[src/rtl/gt_wb_pkg.sv]
// rtl/gt_wb_pkg.sv - shared constants and drain-state type for the write-back buffer
//
// TAG_W          : line tag width (address bits [31:5])
// OFFSET_W       : byte offset width within a 32-byte line
// DEFAULT_LINE_W : default line data width in bits
// drain_state_e  : IDLE / REQ states of the memory drain FSM
package gt_wb_pkg;
  localparam int TAG_W          = 27;
  localparam int OFFSET_W       = 5;
  localparam int DEFAULT_LINE_W = 256;

  typedef enum logic {
    DRAIN_IDLE = 1'b0,
    DRAIN_REQ  = 1'b1
  } drain_state_e;
endpackage

[src/rtl/gt_wb_cam.sv]
// rtl/gt_wb_cam.sv - tag/valid storage with per-entry match vectors for the write-back buffer
//
// CLK, RST_N    : clock, asynchronous active-low reset (clears all valids)
// alloc         : write alloc_tag into entry alloc_idx and mark it valid
// free          : clear the valid bit of entry free_idx
// evict_tag     : tag compared against every valid entry -> evict_match
// lookup_tag    : tag compared against every valid entry -> lookup_match
// rd_idx/rd_tag : read port for the tag of one entry (the drain head)
module gt_wb_cam
  import gt_wb_pkg::*;
#(
  parameter int DEPTH = 4
) (
  input  logic                     CLK,
  input  logic                     RST_N,
  input  logic                     alloc,
  input  logic [$clog2(DEPTH)-1:0] alloc_idx,
  input  logic [TAG_W-1:0]         alloc_tag,
  input  logic                     free,
  input  logic [$clog2(DEPTH)-1:0] free_idx,
  input  logic [TAG_W-1:0]         evict_tag,
  input  logic [TAG_W-1:0]         lookup_tag,
  input  logic [$clog2(DEPTH)-1:0] rd_idx,
  output logic [TAG_W-1:0]         rd_tag,
  output logic [DEPTH-1:0]         evict_match,
  output logic [DEPTH-1:0]         lookup_match
);

  logic [DEPTH-1:0]            valid;
  logic [DEPTH-1:0][TAG_W-1:0] tags;

  always_ff @(posedge CLK or negedge RST_N) begin
    if (!RST_N) begin
      valid <= '0;
      tags  <= '0;
    end else begin
      // Allocation and free never target the same entry in one cycle:
      // tail == head only when empty (no free) or full (no alloc).
      if (free) begin
        valid[free_idx] <= 1'b0;
      end
      if (alloc) begin
        valid[alloc_idx] <= 1'b1;
        tags[alloc_idx]  <= alloc_tag;
      end
    end
  end

  always_comb begin
    evict_match  = '0;
    lookup_match = '0;
    for (int i = 0; i < DEPTH; i++) begin
      evict_match[i]  = valid[i] && (tags[i] == evict_tag);
      lookup_match[i] = valid[i] && (tags[i] == lookup_tag);
    end
  end

  assign rd_tag = tags[rd_idx];

endmodule

[src/rtl/gt_wb_buffer.sv]
// rtl/gt_wb_buffer.sv - circular write-back buffer with coalescing, lookup and memory drain FSM
//
// CLK, RST_N                         : clock, asynchronous active-low reset
// evictValid/evictAddr/evictData     : evicted line offered by the victim stage
// evictReady                         : line accepted this cycle (space free or coalesce hit)
// memReq/memAddr/memData/memAck      : one-line-at-a-time write to memory, head first
// lookupAddr/lookupHit/lookupData    : combinational probe of resident lines (youngest wins)
// count                              : number of valid entries
module gt_wb_buffer
  import gt_wb_pkg::*;
#(
  parameter int DEPTH  = 4,
  parameter int LINE_W = DEFAULT_LINE_W
) (
  input  logic                   CLK,
  input  logic                   RST_N,
  input  logic                   evictValid,
  input  logic [31:0]            evictAddr,
  input  logic [LINE_W-1:0]      evictData,
  output logic                   evictReady,
  output logic                   memReq,
  output logic [31:0]            memAddr,
  output logic [LINE_W-1:0]      memData,
  input  logic                   memAck,
  input  logic [31:0]            lookupAddr,
  output logic                   lookupHit,
  output logic [LINE_W-1:0]      lookupData,
  output logic [$clog2(DEPTH):0] count
);

  localparam int PTR_W = $clog2(DEPTH);
  localparam int CNT_W = PTR_W + 1;

  drain_state_e      state, state_nxt;
  logic [PTR_W-1:0]  head, tail;
  logic [CNT_W-1:0]  cnt_q, cnt_nxt;
  logic [LINE_W-1:0] data_mem [DEPTH];

  logic [DEPTH-1:0]  evict_match, lookup_match, head_oh, coal_vec;
  logic [TAG_W-1:0]  head_tag;
  logic [PTR_W-1:0]  coal_idx, push_idx, lookup_sel;
  logic              coalesce, push, push_new, pop, lookup_any;
  logic              unused_offset_bits;

  assign unused_offset_bits = ^{evictAddr[OFFSET_W-1:0], lookupAddr[OFFSET_W-1:0]};

  gt_wb_cam #(.DEPTH(DEPTH)) u_cam (
    .CLK          (CLK),
    .RST_N        (RST_N),
    .alloc        (push_new),
    .alloc_idx    (tail),
    .alloc_tag    (evictAddr[31:OFFSET_W]),
    .free         (pop),
    .free_idx     (head),
    .evict_tag    (evictAddr[31:OFFSET_W]),
    .lookup_tag   (lookupAddr[31:OFFSET_W]),
    .rd_idx       (head),
    .rd_tag       (head_tag),
    .evict_match  (evict_match),
    .lookup_match (lookup_match)
  );

  // The in-flight head is excluded from coalescing so memData stays frozen
  // until memAck; a line matching it is appended as a fresh entry instead.
  assign head_oh  = DEPTH'(1) << head;
  assign coal_vec = evict_match & ~((state == DRAIN_REQ) ? head_oh : '0);
  assign coalesce = evictValid && (|coal_vec);

  always_comb begin
    coal_idx = '0;
    for (int i = 0; i < DEPTH; i++) begin
      if (coal_vec[i]) begin
        coal_idx = PTR_W'(i);
      end
    end
  end

  // No pop-cycle bypass: a full buffer refuses new lines even while popping.
  assign evictReady = (cnt_q < CNT_W'(DEPTH)) || coalesce;
  assign push       = evictValid && evictReady;
  assign push_new   = push && !coalesce;
  assign pop        = (state == DRAIN_REQ) && memAck;
  assign push_idx   = coalesce ? coal_idx : tail;

  always_comb begin
    case ({push_new, pop})
      2'b10:   cnt_nxt = cnt_q + CNT_W'(1);
      2'b01:   cnt_nxt = cnt_q - CNT_W'(1);
      default: cnt_nxt = cnt_q;
    endcase
  end

  always_ff @(posedge CLK or negedge RST_N) begin
    if (!RST_N) begin
      head  <= '0;
      tail  <= '0;
      cnt_q <= '0;
    end else begin
      if (push_new) begin
        tail <= tail + PTR_W'(1);
      end
      if (pop) begin
        head <= head + PTR_W'(1);
      end
      cnt_q <= cnt_nxt;
    end
  end

  // Line data needs no reset: every output path is gated by a valid bit or the FSM state.
  always_ff @(posedge CLK) begin
    if (push) begin
      data_mem[push_idx] <= evictData;
    end
  end

  always_ff @(posedge CLK or negedge RST_N) begin
    if (!RST_N) begin
      state <= DRAIN_IDLE;
    end else begin
      state <= state_nxt;
    end
  end

  always_comb begin
    state_nxt = state;
    case (state)
      DRAIN_IDLE: if (cnt_q != '0) state_nxt = DRAIN_REQ;
      DRAIN_REQ:  if (memAck) state_nxt = (cnt_nxt != '0) ? DRAIN_REQ : DRAIN_IDLE;
      default:    state_nxt = DRAIN_IDLE;
    endcase
  end

  assign memReq  = (state == DRAIN_REQ);
  assign memAddr = memReq ? {head_tag, {OFFSET_W{1'b0}}} : '0;
  assign memData = memReq ? data_mem[head] : '0;
  assign count   = cnt_q;

  // Walk from head (oldest) towards tail so the last hit is the youngest copy.
  always_comb begin
    lookup_any = 1'b0;
    lookup_sel = '0;
    for (int k = 0; k < DEPTH; k++) begin
      if (lookup_match[head + PTR_W'(k)]) begin
        lookup_any = 1'b1;
        lookup_sel = head + PTR_W'(k);
      end
    end
  end

  assign lookupHit  = lookup_any;
  assign lookupData = lookup_any ? data_mem[lookup_sel] : '0;

endmodule

[config.mk]
export PLATFORM = sky130hd
export DESIGN_NAME = gt_wb_buffer
export DESIGN_NICKNAME = d
export VERILOG_FILES = /design/src/rtl/gt_wb_pkg.sv /design/src/rtl/gt_wb_cam.sv /design/src/rtl/gt_wb_buffer.sv
export SDC_FILE = /design/constraint.sdc
export NUM_CORES = 2
export LEC_CHECK = 0
export BUFFER_PORTS_ARGS = -buffer_cell sky130_fd_sc_hd__buf_2
export CORE_ASPECT_RATIO = 0.5
export CORE_UTILIZATION = 40
export CTS_CLUSTER_SIZE = 12
export DETAILED_ROUTE_END_ITERATION = 10
export PLACE_DENSITY_LB_ADDON = 0.08
export SLEW_MARGIN = 20
export SYNTH_ARGS = -nofsm -noshare
export SYNTH_HDL_FRONTEND = slang
export SYNTH_SLANG_ARGS = --single-unit
[constraint.sdc]
create_clock -name CLK -period 24.3 [get_ports CLK]
set_clock_uncertainty 0.15 [all_clocks]
set_input_delay 0 -clock CLK [delete_from_list [all_inputs] [get_ports CLK]]
set_output_delay 0 -clock CLK [all_outputs]
set_load 0.1 [all_outputs]
==> results.cfg <==
[setup_path]
cp_slowest_stage_delay_ps = 970
path_class = reg2out
path_buf_inv = 7
critical_path_required_ps = 24150
r2r_start = memReq
cpLargestDelayFamily = buffers and inverters
worst_setup_path_end_kind = output pin
cp.arrival_ps = 7710
reg2reg_depth = 11
path_max_fanout = 123
start_kind = flop
worstPathCellList = inv_2 -> ha_1 -> inv_1 -> mux4_2 -> o2111ai_1 -> o311ai_4 -> buf_4 -> buf_4 -> buf_12 -> buf_4 -> mux2i_1 -> o22ai_1 -> buf_2
reg2reg_to = data_mem[1][214]
critPathSlowestCell = dfrtp_4
cpMostUsedCell = buf_4
r2r_slack_ps = 16810

[timing]
worstMarginPinSlew_ps = 1230
setup_violations = 0
setup_ws_ps = 16440
fmax_mhz = 127
timing.final.crit_share = 0.323
timing.slew.headroom = 0.180
fin_setup_tns_ps = 0
period_minus_slack_ps = 7860
holdWs_ps = 52.2
grt_setup_unrepaired = no
hold_viol_final = 0
slew_viol_final = 0

[cts]
cts_sinks = 1144
cts_buffer_depth = 3
cts_htree_levels = 3
clk_pin_slew_ps = 60
ctsHoldBuffers = 545
cts_tree = yes
clk_latency_ps = 700
root_buffer = clkbuf_16
ctsResizeCount = 0
post_cts_buffers = 0
cts_buffers = 111

[routing]
routed_wl_mm = 169
first_pass_iters = 4
drc = 0
vias = 34800
drt_iter0_drc = 2170
antenna_left = 0
wl_per_cell_um = 26.4
vias_per_cell = 5.42

[outcome]
status = completed

[logic_synthesis]
synth-edff-count = 1024
netlist_area_mm2 = 0.0551
synth.distinct_cells = 57
syn_area_per_cell_um2 = 17.0
synth-seq-cells = 1144
synth_cells = 3246
yosysSeqAreaShare = 0.613
async_reset_ff_frac = 0.105
synthFlopType = edfxtp_1
yosysWarnings = 0

[global_routing]
antenna_found_initial = 14
grt_overflow_total = 0
grt_usage = 0.239
grt_pass1_vias = 36600
grt_first_pass_wirelength_mm = 246
grt_max_degree = 124

[cells_and_area]
fill_cells = 11600
multi_input_area_mm2 = 0.0193
layout-drive-gt1-share = 0.293
utilization = 0.507
seq_area_mm2 = 0.0338
finalNetCount = 4889
area_growth_pct = 24.8

[die]
dieArea_mm2 = 0.139
rows = 95
io_pins = 874
start_util = 0.407
core_area_mm2 = 0.135
die_x_um = 527
die_h_um = 264

[min_path]
holdPathStages = 3
whs_endpoint = u_cam.tags[8]
min-delay-start = evictAddr[13]
hp-class = in2reg

[placement]
portBuffers = 858
hpwl_mm = 109
place.gp.congestion = 0.875
pre_cts_ws_ps = 16610

[flow_run]
cap_violations = 0
## cell usage after synthesis, types with 2 or more instances
library cell	count	area, µm²
nor3_1	4	20.0
mux2_1	109	1230
xnor2_1	111	972
inv_1	9	33.8
clkbuf_1	85	319
o22ai_1	257	1610
mux2i_1	512	5120
a21oi_1	4	20.0
nand4_2	2	25.0
nor4_2	8	100
xnor2_2	2	32.5
nand4_1	31	194
buf_12	46	921
dfrtp_1	120	3000
mux4_2	284	6400
nand3_1	10	50.1
nand2_1	26	97.6
buf_2	57	285
clkbuf_4	3	22.5
buf_6	15	169
nor3_2	2	20.0
o21ai_1	2	10.0
nor4_1	24	150
ha_1	9	113
edfxtp_1	1024	30700
nor2_1	10	37.5
xor2_1	108	946
clkbuf_8	3	41.3
nand2_2	5	31.3
buf_8	2	30.0
buf_4	5	37.5
dlygate4sd1_1	17	149
buf_1	25	93.8
and2_1	284	1780
o21ai_0	9	45.0
## metal layers
| layer | up-vias | global-route usage | wire length [µm] |
|---|---|---|---|
| met1 | 18200 | 0.278 | 64800 |
| met5 | - | 0 | 13 |
| met4 | 2 | 0.104 | 8000 |
| li1 | 15500 | - | - |
| met3 | 314 | 0.0332 | 6080 |
| met2 | 787 | 0.438 | 90500 |
## worst max-delay path by stage
stage / from / to / slack (ps) / depth (start not counted)
finish: head[0] / lookupData[59] / 16440 / 13
floorplan: memReq / data_mem[2][0] / 3040 / 8
global placement: head[0] / data_mem[1][212] / 16660 / 12
CTS: head[0] / lookupData[66] / 16290 / 13
detailed placement: head[0] / data_mem[1][206] / 16610 / 12
global route: head[0] / lookupData[64] / 15850 / 13
## through the flow
| stage | instances | area, µm² |
|---|---|---|
| floorplan | 3250 | 55100 |
| global placement | 5691 | 60000 |
| detailed placement | 5691 | 60000 |
| CTS | 6403 | 68700 |
| global route | 6414 | 68700 |
| finish | 6414 | 68700 |
## kinds of logic (layout without fill, tap and decap cells)
logic type / Yosys count / in the layout / share of synthesized area
flops: 1144 / 1144 / 0.613
buf+inv: 270 / 1629 / 0.0385
mux: 906 / 906 / 0.232
other cells: 1 / 16 / 0.0000681
xor+xnor: 221 / 221 / 0.0354
fa+ha+maj: 10 / 10 / 0.00241
simple gates: 411 / 411 / 0.0465
compound gates: 283 / 283 / 0.0322
## cell usage in the layout (no fill, tap or decap), types with 3 or more instances in the layout
cell type,n
edfxtp_1,1024
buf_2,857
dlygate4sd3_1,544
mux2i_1,512
and2_1,284
mux4_2,284
o22ai_1,257
dfrtp_1,117
clkbuf_16,113
xnor2_1,111
mux2_1,109
xor2_1,108
buf_4,44
nand4_1,31
clkbuf_1,31
nand2_1,26
nor4_1,24
diode_2,11
nand3_1,10
inv_1,9
o21ai_0,9
ha_1,9
nor4_2,8
nor2_1,8
clkinv_1,8
clkinv_2,6
nand2_2,5
conb_1,5
clkbuf_8,5
buf_12,5
nor3_2,4
a21oi_1,4
dfrtp_4,3
## registers in the layout, indices dropped and copies added, names as in the netlist
register	cells
data_mem	1024
u_cam.tags	108
u_cam.valid	4
count	3
head	2
tail	2
memReq	1
## tightest hold or removal path: stages
cell	delay, ps
dlygate4sd3_1	520
buf_2	200
mux2_1	150
## area by class of cell
cell class | instances | share of cell area
sequential | 1144 | 0.491
multi-input combinational | 1836 | 0.280
timing repair buffer | 1451 | 0.148
clock buffer | 149 | 0.0439
tap | 1794 | 0.0327
clock inverter | 18 | 0.00235
inverter | 11 | 0.000601
antenna | 11 | 0.000401
Power is left out: the tool's default activity adds up to more than one toggle a clock period on the data nets, which glitch-free logic cannot reach.
